**config.mk**
```make
export PLATFORM = sky130hd
export DESIGN_NAME = serial_subtractor
export DESIGN_NICKNAME = d
export VERILOG_FILES = /design/src/rtl/serial_subtractor.sv
export SDC_FILE = /design/constraint.sdc
export NUM_CORES = 1
export LEC_CHECK = 0
export CORE_ASPECT_RATIO = 0.9
export CORE_MARGIN = 2
export CORE_UTILIZATION = 48
export CTS_CLUSTER_SIZE = 24
export DETAILED_ROUTE_END_ITERATION = 12
export PLACE_DENSITY = 0.74
export SKIP_CTS_REPAIR_TIMING = 1
export SKIP_LAST_GASP = 1
export SYNTH_ARGS = -nofsm -noshare
export SYNTH_HDL_FRONTEND = slang
export SYNTH_SLANG_ARGS = --single-unit
```
**constraint.sdc**
```tcl
create_clock -name clk -period 2 [get_ports clk]
set_clock_uncertainty 0.05 [all_clocks]
set_input_delay 0.4 -clock clk [delete_from_list [all_inputs] [get_ports clk]]
set_output_delay 0.4 -clock clk [all_outputs]
set_load 0.02 [all_outputs]
```
**src/rtl/serial_subtractor.sv**
```systemverilog
// Bit-serial unsigned subtractor: diff = a - b, LSB first, one bit per clock,
// built from a single full-adder cell fed with a, ~b and an initial carry of 1.
module serial_subtractor #(
  parameter int WIDTH = 8
) (
  input  logic             clk,
  input  logic             rst,
  input  logic             start_valid,
  output logic             start_ready,
  input  logic [WIDTH-1:0] a,
  input  logic [WIDTH-1:0] b,
  output logic             res_valid,
  input  logic             res_ready,
  output logic [WIDTH-1:0] diff,
  output logic             borrow_out,
  output logic             busy
);

  // state   | meaning
  // S_IDLE  | waiting for an operand pair, start_ready high
  // S_RUN   | shifting one bit per edge through the adder cell
  // S_DONE  | result held on diff/borrow_out until res_ready
  typedef enum logic [1:0] {
    S_IDLE = 2'd0,
    S_RUN  = 2'd1,
    S_DONE = 2'd2
  } state_t;

  localparam int CW = (WIDTH > 2) ? $clog2(WIDTH) : 1;
  localparam logic [CW-1:0] CNT_LAST = CW'(WIDTH - 1);

  state_t           state_q;
  logic [WIDTH-1:0] a_sr_q;
  logic [WIDTH-1:0] nb_sr_q;
  logic [WIDTH-1:0] res_sr_q;
  logic [WIDTH-1:0] diff_q;
  logic [CW-1:0]    cnt_q;
  logic             carry_q;
  logic             borrow_q;
  logic             res_valid_q;
  logic             busy_q;

  logic             sum_d;
  logic             carry_d;
  logic [WIDTH-1:0] res_sr_d;

  always_comb begin
    sum_d    = a_sr_q[0] ^ nb_sr_q[0] ^ carry_q;
    carry_d  = (a_sr_q[0] & nb_sr_q[0]) | (a_sr_q[0] & carry_q) | (nb_sr_q[0] & carry_q);
    res_sr_d = {sum_d, res_sr_q[WIDTH-1:1]};
  end

  always_ff @(posedge clk or posedge rst) begin
    if (rst) begin
      state_q     <= S_IDLE;
      a_sr_q      <= '0;
      nb_sr_q     <= '0;
      res_sr_q    <= '0;
      diff_q      <= '0;
      cnt_q       <= '0;
      carry_q     <= 1'b0;
      borrow_q    <= 1'b0;
      res_valid_q <= 1'b0;
      busy_q      <= 1'b0;
    end else begin
      case (state_q)
        S_IDLE: begin
          if (start_valid) begin
            a_sr_q  <= a;
            nb_sr_q <= ~b;
            carry_q <= 1'b1;
            cnt_q   <= '0;
            busy_q  <= 1'b1;
            state_q <= S_RUN;
          end
        end
        S_RUN: begin
          a_sr_q   <= {1'b0, a_sr_q[WIDTH-1:1]};
          nb_sr_q  <= {1'b0, nb_sr_q[WIDTH-1:1]};
          carry_q  <= carry_d;
          res_sr_q <= res_sr_d;
          cnt_q    <= cnt_q + 1'b1;
          if (cnt_q == CNT_LAST) begin
            // no carry out of a + ~b + 1 means a < b
            diff_q      <= res_sr_d;
            borrow_q    <= ~carry_d;
            res_valid_q <= 1'b1;
            busy_q      <= 1'b0;
            state_q     <= S_DONE;
          end
        end
        S_DONE: begin
          if (res_ready) begin
            res_valid_q <= 1'b0;
            state_q     <= S_IDLE;
          end
        end
        default: begin
          res_valid_q <= 1'b0;
          busy_q      <= 1'b0;
          state_q     <= S_IDLE;
        end
      endcase
    end
  end

  assign start_ready = (state_q == S_IDLE);
  assign res_valid   = res_valid_q;
  assign diff        = diff_q;
  assign borrow_out  = borrow_q;
  assign busy        = busy_q;

endmodule

```
Yosys cells after proc, flatten, opt, wreduce, memory -nomap -nowiden
Cells that the tools add are included.
Cells by class
  add/sub/neg operators: 1
  $mul: 0
  div/mod/pow operators: 0
  order comparisons: 0
  equal/unequal tests: 6
  shift operators: 0
  muxes and demuxes: 17
  bitwise gates (word level): 11
  reduce and logical (&&, ||, !) cells: 7
Operators by type and width (count)
  one-hot mux 8 bit (2 select lines): 2
  2-to-1 mux 8 bit: 2
  AND reduction 3 bit: 3
  NOT 8 bit: 1
  2-to-1 mux 2 bit: 3
  inequality test 2 bit, second input constant: 3
  one-hot mux 1 bit (3 select lines): 2
  one-hot mux 2 bit (3 select lines): 1
  one-hot mux 3 bit (2 select lines): 1
  2-to-1 mux 1 bit: 4
  AND reduction 2 bit: 2
  adder 3 x 1 -> 3 bit, second input constant: 1
  bitwise AND 1 bit: 3
  == test 3 bit, second input constant: 1
  2-to-1 mux 3 bit: 1
  NOT 1 bit: 3
  == test 2 x 1 -> 1 bit, second input constant: 1
  == test 2 bit, second input constant: 1
  zero test 2 bit: 1
  bitwise OR 1 bit: 2
  one-hot mux 1 bit (2 select lines): 1
  nonzero test 2 bit: 1
  bitwise XOR 1 bit: 2
Storage, ports and cells
  bits in registers: 41
  latch bits: 0
  bits in writable memories: 0
  bits in read-only memories: 0
  input port bits: 20
  output and inout bits: 12
  word-level logic and storage cells: 52
  memories: 0

Logic depth before layout (Yosys ltp)
  depth in word-level cells: 4
  depth in mapped cells: 6
  depth with buffers taken out: 5

Least setup slack after synthesis
No wires, ideal clock.
  path kind: reg2out
  start: register state_q[0]
  end: output port start_ready
  arrival: 1.057 ns
  required time: 1.550 ns
  path slack: 0.493 ns
  stages on the path, launching flop included: 4
  path buffers: 2
  cells stage by stage: dfrtp_1 buf_4 buf_4 nor2_1
On the way
  cells in the longest elaborated chain, start to end: 1
RTL lines
  start, declared: RTL line 32  | state_t state_q;
  start signal, assigned: RTL line 55  | state_q <= S_IDLE;
  start signal, assigned: RTL line 74  | state_q <= S_RUN;
  start signal, assigned: RTL line 89  | state_q <= S_DONE;
  zero test 2 bit: RTL line 107  | assign start_ready = (state_q == S_IDLE);
  end, declared: RTL line 9  | output logic start_ready,
No other way between the ends.

Final worst setup path
Ends and elaborated chain as after synthesis.

==> impl_metrics.py <==
metrics = {
    "run_status": {
        "status": "finished clean",
    },
    "detailed_routing": {
        "vias_per_cell": 5.64,
        "wl_mm": 3.46,
        "remaining_drc_errors": 0,
        "num_vias": 1364,
        "wl_per_cell_um": 14.3,
        "antenna_left": 0,
        "drt-initial-drc-count": 82,
        "firstDrtPassIters": 4,
    },
    "die": {
        "coreArea_um2": 3650,
        "num_rows": 21,
        "die_w_um": 68.7,
        "die_h_um": 62.2,
        "dieArea_um2": 4270,
        "io_pins": 32,
        "start_util_pct": 49.5,
    },
    "sta": {
        "max_freq_mhz": 531,
        "finalCritPeriodShare_pct": 94.2,
        "relSlewSlack_pct": 57.1,
        "rsz0062_at_grt": "no",
        "final-max-slew-violation-count": 0,
        "worst_pin_slew_ns": 0.643,
        "hold_violations": 0,
        "min_period_ns": 1.88,
        "fin_setup_tns_ns": 0,
        "setup_viol": 0,
        "whs_ns": 0.435,
    },
    "worst_setup_path": {
        "worstPathRequired_ns": 1.55,
        "slowest_stage": "clkdlybuf4s50_1",
        "reg2reg_slack_ns": 0.32,
        "startpoint_type": "flip-flop",
        "path_cells": "nor2_1 > clkdlybuf4s50_1",
        "crit_path_max_fanout": 2,
        "critPathKind": "flip-flop to primary output",
        "cp.arrival_ns": 1.43,
        "endpoint_kind": "primary output",
        "max_stage_delay_ns": 0.62,
    },
    "power_and_ir_drop": {
        "vdd_drop_max_v": 0.000736,
        "power_density_nw_per_um2": 1530,
        "p_leak_nw": 0.996,
    },
    "finish": {
        "antennaDiodeCount": 0,
        "drive_above_1_share_pct": 11.7,
        "fin_nets": 218,
        "areaGrowthSynthToFinish_pct": 22.8,
    },
    "cts": {
        "clockBufferDepth": 2,
        "cts_root_buffer": "clkbuf_8",
        "clkTransAtPathRegs_ns": 0.08,
        "cts.sinks": 40,
        "insertion_delay_ns": 0.29,
        "ctsHtreeMaxLevel": 2,
        "numCtsBuffers": 5,
        "cts_tree": "done",
    },
    "grt": {
        "grt_pass1_vias": 1355,
        "grt_max_degree": 41,
        "antenna_found_initial": 0,
        "track_usage_pct": 19.4,
        "grt_first_pass_wirelength_mm": 6.19,
        "grt_remaining_overflow": 0,
    },
    "placed_design": {
        "place.gp.congestion": 0.876,
        "dp_hpwl_mm": 2.41,
        "numPortBuffers": 31,
    },
    "yosys": {
        "synth-seq-cells": 40,
        "synth_fp_nets": 190,
        "ys_types": 27,
        "ys_top_cells_by_count": "dfrtp_1, nand2_1, nor3_1",
        "avgSynthCellArea_um2": 10.8,
        "synth_flop_cell": "dfrtp_1",
        "synth_seq_area_share_pct": 55.4,
        "async_flop_share_pct": 100,
        "synth_area_um2": 1810,
        "synthTopCellsByArea": "dfrtp_1, nand2_1, mux2_2",
        "synth-edff-count": 0,
        "synth.most_common_cell": "dfrtp_1",
        "yosysWarnings": 0,
        "synth_cells": 167,
        "yosysTopAreaCellShare_pct": 55.4,
        "synth_area_leader_cell": "dfrtp_1",
    },
    "job": {
        "maxCapViolCount": 0,
    },
    "min_path": {
        "min_path_type": "flip-flop to flip-flop",
    },
}
## per-stage QoR
step / utilization (%) / power (mW) / cell area, um^2 / setup slack (ns) / instances
global route: 60.8 / 3.65 / 2220 / 0.0680 / 242
detailed placement: 57.7 / 2.77 / 2110 / 0.155 / 234
floorplan: - / 2.36 / 1810 / 0.493 / 167
CTS: 60.8 / 3.42 / 2220 / 0.113 / 242
global placement: 57.7 / 2.69 / 2110 / 0.209 / 234
finish: 60.8 / 3.39 / 2220 / 0.116 / 242
## cells in the final DEF, fill, tap and decap left out
master	Yosys	final
nor2_1	6	6
nand2_1	32	32
or2_2	1	1
buf_4	3	3
a21oi_1	1	1
fa_1	1	1
nor2b_1	1	1
nand2b_1	4	4
o32ai_1	3	3
nand3b_4	1	1
a22oi_1	1	1
clkinv_2	0	1
clkinvlp_4	0	1
o31ai_1	9	9
a22o_1	2	2
clkinv_1	1	1
nor2b_4	1	1
nor3_1	12	12
ha_1	2	2
bufinv_16	0	1
nor2_2	1	1
clkdlybuf4s50_1	0	31
mux2_2	8	8
o22ai_1	7	7
dfrtp_1	40	40
o21ai_0	9	9
inv_1	4	4
a221o_1	7	7
clkbuf_8	0	5
## layer usage
layer  GRT usage [%]  part of all wire [%]  vias up
li1                -                     -      647
met1            25.7                    44      690
met2            30.3                    51       22
met3            5.98                   3.8        5
met4            5.88                   1.5        0
met5               0                     0        -
## worst max-delay path: cells and delay by family (launching register included)
| kind | cells | cell delay (ns) |
|---|---|---|
| buffers and inverters | 1 | 0.62 |
| flip-flops | 1 | 0.39 |
| AND/OR/NAND/NOR | 1 | 0.13 |
## registers in the layout, indices dropped and copies added, names as in the netlist
register,flops
carry_q,1
state_q,2
cnt_q,3
nb_sr_q,8
res_valid,1
res_sr_q,7
busy,1
borrow_out,1
a_sr_q,8
diff,8
## cell type report
| cell class | instances | area (um^2) |
|---|---|---|
| clock buffers | 5 | 68.8 |
| clock inverters | 3 | 42.5 |
| fillers | 293 | 1430 |
| inverters | 5 | 18.8 |
| multi-input cells | 109 | 698 |
| flip-flops and latches | 40 | 1000 |
| well taps | 46 | 57.6 |
| repair buffers | 34 | 333 |
## cell families after synthesis
kind of cell    after synthesis  synth area share [%]
fa+ha+maj                     3                  2.49
simple gates                 59                  15.5
mux                           8                  4.98
flops                        40                  55.4
buf+inv                      18                  6.02
compound gates               39                  15.6
## where the power goes
part | internal, mW | leakage [nW] | switching (mW)
registers | 1.17 | 0.497 | 0.232
clock network | 0.369 | 0.0541 | 0.278
logic | 0.629 | 0.445 | 0.716
total | 2.16 | 0.996 | 1.23
## path summary, 6_finish.rpt
check	to	cells past startpoint	start
max	start_ready	2	state_q[0]$_DFFE_PP0P_
min	res_sr_q[1]$_DFFE_PP0P_	2	res_sr_q[1]$_DFFE_PP0P_
max reg2reg	a_sr_q[2]$_DFFE_PP0P_	4	state_q[1]$_DFFE_PP0P_
min reg2reg	res_sr_q[1]$_DFFE_PP0P_	2	res_sr_q[1]$_DFFE_PP0P_
max in group asynchronous	nb_sr_q[6]$_DFFE_PP0P_	3	rst
min in group asynchronous	nb_sr_q[3]$_DFFE_PP0P_	3	rst
Note: power is estimated with default switching activity, not from simulation.
